===== config.mk =====
export PLATFORM = sky130hd
export DESIGN_NAME = soc_fpga_axi_m0_arbiter
export DESIGN_NICKNAME = d
export VERILOG_FILES = /design/src/rtl/soc_fpga_axi_m0_arbiter.sv
export SDC_FILE = /design/constraint.sdc
export NUM_CORES = 1
export LEC_CHECK = 0
export BUFFER_PORTS_ARGS = -buffer_cell sky130_fd_sc_hd__buf_2
export CELL_PAD_IN_SITES_DETAIL_PLACEMENT = 1
export CELL_PAD_IN_SITES_GLOBAL_PLACEMENT = 1
export CORE_AREA = 2 2 253 255
export DETAILED_ROUTE_END_ITERATION = 8
export DIE_AREA = 0 0 255 257
export PLACE_DENSITY_LB_ADDON = 0.05
export RECOVER_POWER = 50
export SLEW_MARGIN = 20
export SYNTH_ARGS = -nofsm -noshare
export SYNTH_HDL_FRONTEND = slang
export SYNTH_SLANG_ARGS = --single-unit

===== constraint.sdc =====
create_clock -name M0_ACLK -period 1.8 [get_ports M0_ACLK]
set_clock_uncertainty 0.2 [all_clocks]
set_input_delay 0.18 -clock M0_ACLK [delete_from_list [all_inputs] [get_ports M0_ACLK]]
set_output_delay 0.18 -clock M0_ACLK [all_outputs]
set_load 0.02 [all_outputs]

===== src/rtl/soc_fpga_axi_m0_arbiter.sv =====
// Two-client arbiter and sequencer for the SoC AXI M0 master port; one transaction in flight.
// Define SOC_M0_ARB_FIXED_PRIO_EN for fixed priority (r0 wins ties) instead of round-robin.
module soc_fpga_axi_m0_arbiter #(
    parameter int unsigned ADDR_W    = 32,
    parameter int unsigned DATA_W    = 64,
    parameter logic [3:0]  AXI_CACHE = 4'b0011,
    parameter logic [2:0]  AXI_PROT  = 3'b000
) (
    input  logic                M0_ACLK,
    input  logic                M0_ARESET,
    input  logic                M0_ARESETN_I,
    input  logic                r0_cmd_valid,
    output logic                r0_cmd_ready,
    input  logic                r0_cmd_write,
    input  logic [ADDR_W-1:0]   r0_cmd_addr,
    input  logic [2:0]          r0_cmd_len,
    input  logic                r0_wr_valid,
    output logic                r0_wr_ready,
    input  logic [DATA_W-1:0]   r0_wr_data,
    input  logic [DATA_W/8-1:0] r0_wr_strb,
    output logic                r0_rd_valid,
    input  logic                r0_rd_ready,
    output logic [DATA_W-1:0]   r0_rd_data,
    output logic                r0_rd_last,
    output logic                r0_done,
    output logic [1:0]          r0_resp,
    input  logic                r1_cmd_valid,
    output logic                r1_cmd_ready,
    input  logic                r1_cmd_write,
    input  logic [ADDR_W-1:0]   r1_cmd_addr,
    input  logic [2:0]          r1_cmd_len,
    input  logic                r1_wr_valid,
    output logic                r1_wr_ready,
    input  logic [DATA_W-1:0]   r1_wr_data,
    input  logic [DATA_W/8-1:0] r1_wr_strb,
    output logic                r1_rd_valid,
    input  logic                r1_rd_ready,
    output logic [DATA_W-1:0]   r1_rd_data,
    output logic                r1_rd_last,
    output logic                r1_done,
    output logic [1:0]          r1_resp,
    output logic [ADDR_W-1:0]   M0_ARADDR,
    output logic [1:0]          M0_ARBURST,
    output logic [3:0]          M0_ARCACHE,
    output logic [3:0]          M0_ARID,
    output logic [7:0]          M0_ARLEN,
    output logic                M0_ARLOCK,
    output logic [2:0]          M0_ARPROT,
    output logic [2:0]          M0_ARSIZE,
    output logic                M0_ARVALID,
    input  logic                M0_ARREADY,
    output logic [ADDR_W-1:0]   M0_AWADDR,
    output logic [1:0]          M0_AWBURST,
    output logic [3:0]          M0_AWCACHE,
    output logic [3:0]          M0_AWID,
    output logic [7:0]          M0_AWLEN,
    output logic                M0_AWLOCK,
    output logic [2:0]          M0_AWPROT,
    output logic [2:0]          M0_AWSIZE,
    output logic                M0_AWVALID,
    input  logic                M0_AWREADY,
    output logic [DATA_W-1:0]   M0_WDATA,
    output logic [DATA_W/8-1:0] M0_WSTRB,
    output logic                M0_WLAST,
    output logic                M0_WVALID,
    input  logic                M0_WREADY,
    input  logic [3:0]          M0_BID,
    input  logic [1:0]          M0_BRESP,
    input  logic                M0_BVALID,
    output logic                M0_BREADY,
    input  logic [3:0]          M0_RID,
    input  logic [DATA_W-1:0]   M0_RDATA,
    input  logic [1:0]          M0_RRESP,
    input  logic                M0_RLAST,
    input  logic                M0_RVALID,
    output logic                M0_RREADY
);
    typedef enum logic [2:0] {IDLE, ADDR, WDATA, BRESP, RDATA} state_e;

    state_e              state_q, state_d;
    logic                write_q, write_d;
    logic [ADDR_W-1:0]   addr_q, addr_d;
    logic [2:0]          len_q, len_d;
    logic [2:0]          cnt_q, cnt_d;
    logic                grant_q, grant_d;
    logic [1:0]          racc_q, racc_d;
    logic                rerr_q, rerr_d;
    logic [1:0]          done_q, done_d;
    logic [1:0]          resp0_q, resp0_d;
    logic [1:0]          resp1_q, resp1_d;
`ifndef SOC_M0_ARB_FIXED_PRIO_EN
    logic                rr_last_q, rr_last_d;
`endif
    logic                win;
    logic                fin;
    logic [1:0]          fin_resp;
    logic [1:0]          rresp_max;
    logic                rid_bad;

    // Attributes are fixed or come straight from the latched command
    assign M0_ARADDR  = addr_q;
    assign M0_AWADDR  = addr_q;
    assign M0_ARLEN   = 8'(len_q);
    assign M0_AWLEN   = 8'(len_q);
    assign M0_ARSIZE  = 3'd3;
    assign M0_AWSIZE  = 3'd3;
    assign M0_ARBURST = 2'b01;
    assign M0_AWBURST = 2'b01;
    assign M0_ARLOCK  = 1'b0;
    assign M0_AWLOCK  = 1'b0;
    assign M0_ARCACHE = AXI_CACHE;
    assign M0_AWCACHE = AXI_CACHE;
    assign M0_ARPROT  = AXI_PROT;
    assign M0_AWPROT  = AXI_PROT;
    assign M0_ARID    = {3'b000, grant_q};
    assign M0_AWID    = {3'b000, grant_q};
    assign r0_done    = done_q[0];
    assign r1_done    = done_q[1];
    assign r0_resp    = resp0_q;
    assign r1_resp    = resp1_q;

    always_ff @(posedge M0_ACLK) begin
        if (M0_ARESET) begin
            state_q   <= IDLE;
            write_q   <= 1'b0;
            addr_q    <= '0;
            len_q     <= '0;
            cnt_q     <= '0;
            grant_q   <= 1'b0;
            racc_q    <= '0;
            rerr_q    <= 1'b0;
            done_q    <= '0;
            resp0_q   <= '0;
            resp1_q   <= '0;
`ifndef SOC_M0_ARB_FIXED_PRIO_EN
            rr_last_q <= 1'b1;
`endif
        end else begin
            state_q   <= state_d;
            write_q   <= write_d;
            addr_q    <= addr_d;
            len_q     <= len_d;
            cnt_q     <= cnt_d;
            grant_q   <= grant_d;
            racc_q    <= racc_d;
            rerr_q    <= rerr_d;
            done_q    <= done_d;
            resp0_q   <= resp0_d;
            resp1_q   <= resp1_d;
`ifndef SOC_M0_ARB_FIXED_PRIO_EN
            rr_last_q <= rr_last_d;
`endif
        end
    end

    always_comb begin
        state_d      = state_q;
        write_d      = write_q;
        addr_d       = addr_q;
        len_d        = len_q;
        cnt_d        = cnt_q;
        grant_d      = grant_q;
        racc_d       = racc_q;
        rerr_d       = rerr_q;
        done_d       = '0;
        resp0_d      = resp0_q;
        resp1_d      = resp1_q;
`ifndef SOC_M0_ARB_FIXED_PRIO_EN
        rr_last_d    = rr_last_q;
`endif
        win          = 1'b0;
        fin          = 1'b0;
        fin_resp     = '0;
        rresp_max    = '0;
        rid_bad      = 1'b0;
        r0_cmd_ready = 1'b0;
        r1_cmd_ready = 1'b0;
        r0_wr_ready  = 1'b0;
        r1_wr_ready  = 1'b0;
        r0_rd_valid  = 1'b0;
        r1_rd_valid  = 1'b0;
        r0_rd_data   = '0;
        r1_rd_data   = '0;
        r0_rd_last   = 1'b0;
        r1_rd_last   = 1'b0;
        M0_ARVALID   = 1'b0;
        M0_AWVALID   = 1'b0;
        M0_WVALID    = 1'b0;
        M0_WDATA     = '0;
        M0_WSTRB     = '0;
        M0_WLAST     = 1'b0;
        M0_BREADY    = 1'b0;
        M0_RREADY    = 1'b0;
        unique case (state_q)
            IDLE: begin
                if (M0_ARESETN_I && (r0_cmd_valid || r1_cmd_valid)) begin
`ifdef SOC_M0_ARB_FIXED_PRIO_EN
                    win = !r0_cmd_valid;
`else
                    win = (r0_cmd_valid && r1_cmd_valid) ? !rr_last_q : !r0_cmd_valid;
                    rr_last_d = win;
`endif
                    r0_cmd_ready = !win;
                    r1_cmd_ready = win;
                    write_d = win ? r1_cmd_write : r0_cmd_write;
                    addr_d  = win ? r1_cmd_addr  : r0_cmd_addr;
                    len_d   = win ? r1_cmd_len   : r0_cmd_len;
                    grant_d = win;
                    cnt_d   = '0;
                    racc_d  = '0;
                    rerr_d  = 1'b0;
                    state_d = ADDR;
                end
            end
            ADDR: begin
                M0_AWVALID = write_q;
                M0_ARVALID = !write_q;
                if (write_q && M0_AWREADY) begin
                    state_d = WDATA;
                end else if (!write_q && M0_ARREADY) begin
                    state_d = RDATA;
                end
            end
            WDATA: begin
                M0_WVALID   = grant_q ? r1_wr_valid : r0_wr_valid;
                M0_WDATA    = grant_q ? r1_wr_data  : r0_wr_data;
                M0_WSTRB    = grant_q ? r1_wr_strb  : r0_wr_strb;
                M0_WLAST    = (cnt_q == len_q);
                r0_wr_ready = !grant_q && M0_WREADY;
                r1_wr_ready = grant_q && M0_WREADY;
                if (M0_WVALID && M0_WREADY) begin
                    cnt_d = cnt_q + 3'd1;
                    if (M0_WLAST) begin
                        state_d = BRESP;
                    end
                end
            end
            BRESP: begin
                M0_BREADY = 1'b1;
                if (M0_BVALID) begin
                    fin      = 1'b1;
                    fin_resp = (M0_BID != {3'b000, grant_q}) ? 2'b10 : M0_BRESP;
                    state_d  = IDLE;
                end
            end
            RDATA: begin
                M0_RREADY   = grant_q ? r1_rd_ready : r0_rd_ready;
                r0_rd_valid = !grant_q && M0_RVALID;
                r1_rd_valid = grant_q && M0_RVALID;
                r0_rd_data  = grant_q ? '0 : M0_RDATA;
                r1_rd_data  = grant_q ? M0_RDATA : '0;
                r0_rd_last  = !grant_q && M0_RLAST;
                r1_rd_last  = grant_q && M0_RLAST;
                if (M0_RVALID && M0_RREADY) begin
                    // Worst response seen so far, with an ID mismatch overriding to SLVERR
                    rresp_max = (M0_RRESP > racc_q) ? M0_RRESP : racc_q;
                    rid_bad   = rerr_q || (M0_RID != {3'b000, grant_q});
                    racc_d    = rresp_max;
                    rerr_d    = rid_bad;
                    if (M0_RLAST) begin
                        fin      = 1'b1;
                        fin_resp = rid_bad ? 2'b10 : rresp_max;
                        state_d  = IDLE;
                    end
                end
            end
            default: state_d = IDLE;
        endcase
        if (fin) begin
            done_d[grant_q] = 1'b1;
            if (grant_q) begin
                resp1_d = fin_resp;
            end else begin
                resp0_d = fin_resp;
            end
        end
    end
endmodule

Word-level counts from Yosys, hierarchy flattened
Cells that the tools add are included.

Logic and storage cells: 123. Flip-flop bits (word level): 53. Input bits: 307.

Reduce and logical (&&, ||, !) cells: 30. Magnitude comparators: 3. Bitwise logic cells: 2. Multiplexer cells: 61. Eq/ne operators: 14. Add/subtract/negate cells: 1.

Operators with widths (count): $mux W64 (6); $mux W3 (11); $mux W32 (1); $mux W1 (26); $mux W2 (8); $mux W8 (2); $pmux W3 S5 (1); $logic_and A1 B1 Y1 (13); $ne A2 B2 Y1 const B (6); $ne A4 B1 Y1 (2); $pmux W2 S2 (2); $reduce_and A7 Y1 (1); $eq A3 B2 Y1 const B (2); $pmux W3 S2 (1); $reduce_and A2 Y1 (3); $reduce_and A3 Y1 (2); $logic_not A1 Y1 (5); $pmux W1 S2 (2); $reduce_bool A2 Y1 (2); $add A3 B1 Y3 const B (1); $eq A3 B1 Y1 const B (1); $eq A3 B3 Y1 (1); $eq A3 B3 Y1 const B (1); $logic_not A3 Y1 (1); 8 further kinds (10).

Logic depth before layout (Yosys ltp)
Depth after elaboration: 6. Mapped depth: 6.

Worst setup path after synthesis
Ideal clock, no wire load.

Path type: register to output. Start: register state_q[1]. End: output M0_WLAST. Cell stages (with the launch flop): 6. Path buffers: 2. Data arrival time: 1.763 ns. Slack: -0.343 ns. Path through: dfxtp_1 -> clkbuf_1 -> nor2b_1 -> nand2b_1 -> clkbuf_1 -> nor4_1.

Word-level cells in the longest chain between the ends: 2.

RTL lines: start: declaration (RTL line 80) `state_e state_q, state_d;`; start signal: assignment (RTL line 139) `state_q <= state_d;`; $eq A3 B2 Y1 (RTL line 194) `unique case (state_q)`; $mux W1 (RTL line 194); end: declaration (RTL line 64) `output logic M0_WLAST,`.

No other way between the ends.

Final worst setup path
Start: register state_q[1]. End: output r1_rd_data[47].

Word-level cells in the longest chain between the ends: 2.

RTL lines: $eq A3 B3 Y1 (RTL line 194); $mux W64 (RTL line 194); end: declaration (RTL line 38) `output logic [DATA_W-1:0] r1_rd_data,`.

No other way between the ends.

==> results.json <==
{
  "syn_area_sq_um": 5192,
  "wl_per_cell_microns": 17.43,
  "rsz0062_at_grt": "true",
  "post-route-util": 0.1843,
  "grt_start_max_net_pins": 35,
  "regArea_sq_um": 1069,
  "synth_top_area_frac": 0.2120,
  "drive_above_1_share": 0.6298,
  "grt_usage": 0.1057,
  "hold_class": "in2reg",
  "die_area_sq_um": 65540,
  "min_period_ns": 2.227,
  "drt-total-wl_mm": 38.01,
  "firstDrtPassIters": 4,
  "clkTransAtPathRegs_ns": 0.10,
  "initial_core_util": 0.08277,
  "cts_sinks": 53,
  "via_per_inst": 3.244,
  "crit_path_end_kind": "output pin",
  "area_growth_pct": 122.7,
  "avgSynthCellArea_sq_um": 7.591,
  "synth-seq-cells": 53,
  "clk-insertion-delay-late_ns": 0.34,
  "grt_antenna_before_repair": 13,
  "grt_pass1_wl_mm": 50.18,
  "crit_type": "reg2out",
  "tritoncts": "built",
  "yosysUniqueCellTypes": 47,
  "die_h_microns": 257,
  "timing.fmax_mhz": 449.0,
  "arrival_ns": 1.85,
  "h-tree-depth": 2,
  "cp_max_fo": 29,
  "drv_cap": 0,
  "max_stage_delay_ns": 0.44,
  "multi_input_area_sq_um": 4140,
  "rows": 92,
  "layout_setup_ws_ns": -0.4271,
  "postSynthCellCount": 684,
  "maxSlewViolCount": 0,
  "synth_top_cell_by_area": "mux2i_1",
  "grt_pass1_vias": 6950,
  "p_leak_nw": 5.513,
  "n_fill_cell": 7479,
  "tns_ns": -81.29,
  "core_area_sq_um": 62740,
  "setup_viol": 262,
  "gp_congestion": 0.8045,
  "route.detailed.drc": 0,
  "overflow": 0,
  "synth.area.top_cells": "mux2i_1, dfxtp_1, and2_1, buf_4, nor2_1",
  "cts_buffers": 5,
  "synthArstFlopShare": 0,
  "die_w_microns": 255,
  "violations": "negative setup slack",
  "power.density_nw_per_um2": 628.9,
  "io_pins": 641,
  "cts_root_buf": "clkbuf_16",
  "ys.flop_type": "dfxtp_1",
  "drtAntennaViolNets": 0,
  "synth-edff-count": 0,
  "hold_ws_ns": 0.01164,
  "min_period_over_period": 1.237,
  "nets": 1639,
  "seq_area_frac_synth": 0.2043,
  "hold_viol": 0,
  "ir_worst_vdd_uv": 352.7,
  "path_cells": "or3b_4 -> nor2_4 -> buf_12 -> and2_2 -> clkbuf_4",
  "crit_path_top_delay_cell": "or3b_4",
  "yosys_warnings": 0,
  "portBuffers": 598,
  "status": "finished, violations left",
  "detailed_place_hpwl_mm": 31.54,
  "clockBufferDepth": 2,
  "drt_iter0_drc": 132,
  "cp-start-kind": "flop",
  "cp.required_ns": 1.42,
  "via_count": 7076
}
[per-stage QoR]
step	cells	setup slack (ns)	area (sq um)	power (mW)
after floorplan	724	-0.04764	5864	4.100
after global placement	2091	-0.2966	9667	5.559
after detailed placement	2091	-0.3191	9667	5.549
after CTS	2151	-0.5050	10770	7.117
after global routing	2179	-0.5170	11560	7.810
final	2181	-0.4271	11560	7.271
[logic make-up (layout without fill, tap and decap cells)]
kind of cell | count (synthesis) | in the layout | synth area share
adders and majority gates | 4 | 4 | 0.009639
AOI/OAI and AO/OA | 72 | 72 | 0.1031
muxes | 111 | 111 | 0.2142
and+or+nand+nor | 293 | 294 | 0.2913
DFF | 53 | 53 | 0.2043
xor gates and xnor gates | 7 | 7 | 0.01181
other | 2 | 48 | 0.001446
buffers and inverters | 142 | 746 | 0.1641
[area by class of cell]
class                      instances  share of cell area
tap                              846             0.09156
antenna                            6            0.001299
clock buffer                       6             0.01299
inverter                           9            0.002922
timing repair buffer             729              0.4390
multi-input combinational        530              0.3581
clock inverter                     2            0.001732
sequential                        53             0.09242
[worst paths after layout]
path / from / cells after the start / to / slack [ns]
max: state_q[1] / 5 / r1_rd_data[47] / -0.43
min: r0_cmd_addr[20] / 3 / M0_ARADDR[20] / 0.01
max reg2reg: state_q[1] / 6 / r1_resp[0] / -0.31
min reg2reg: rerr_q / 1 / rerr_q / 0.26
[layout by cell type, fill, tap and decap left out, drive strengths merged, types with 2 or more instances in the layout]
master,synthesis,layout
nor2b,2,2
nor2,124,124
inv,9,10
o2bb2ai,3,3
buf,104,638
or3b,3,3
nand2,8,8
nand2b,3,4
mux2i,110,110
dlygate4sd3,0,46
ha,4,4
o21bai,3,3
diode,0,6
and2,134,134
a21oi,11,11
o21ai,3,3
a311oi,4,4
clkbuf,29,51
a211oi,36,36
xnor2,2,2
nor3,9,9
dfxtp,53,53
conb,2,42
xor2,5,5
[cells in the mapped netlist, types with 3 or more instances]
master	count
and2_1	134
nor2_1	124
mux2i_1	110
buf_4	79
dfxtp_1	53
a211oi_1	36
clkbuf_1	29
buf_2	18
a21oi_1	11
inv_1	9
nor3_1	9
nand2_1	8
buf_1	7
xor2_1	5
a311oi_1	4
ha_1	4
nand2b_1	3
o21ai_0	3
o21bai_1	3
o2bb2ai_1	3
or3b_1	3
[power by group]
part           switching, mW  internal (mW)  total (mW)
Clock                  0.615          0.619        1.23
Combinational           2.44           2.02        4.46
Sequential             0.196           1.38        1.58
Total                   3.25           4.02        7.27
[registers in the layout, indices dropped and copies added, names as in the netlist]
signal,flops
rerr_q,1
len_q,3
cnt_q,3
grant_q,1
write_q,1
M0_ARADDR,32
state_q,3
done_q,2
r1_resp,2
racc_q,2
r0_resp,2
rr_last_q,1
[critical path, delay by kind of cell (launching register included)]
| family | cells | cell delay (ns) |
|---|---|---|
| flip-flops | 1 | 0.33 |
| AND/OR/NAND/NOR | 3 | 0.80 |
| buffers and inverters | 2 | 0.37 |
[routing by layer]
layer,GRT usage,share of wire
met1,0.1122,0.38
met2,0.2060,0.54
met3,0.02994,0.072
met4,0.01722,0.011
met5,0,0.0012
[what timing repair did]
item,in CTS,in global routing
hold buffers,46,0
cloned,2,5
gates resized for setup,125,185
buffers inserted,4,21
pin swaps,2,13
setup endpoints to repair,266,266
hold endpoints to repair,24,0
Power figures use the tool's default switching activity.
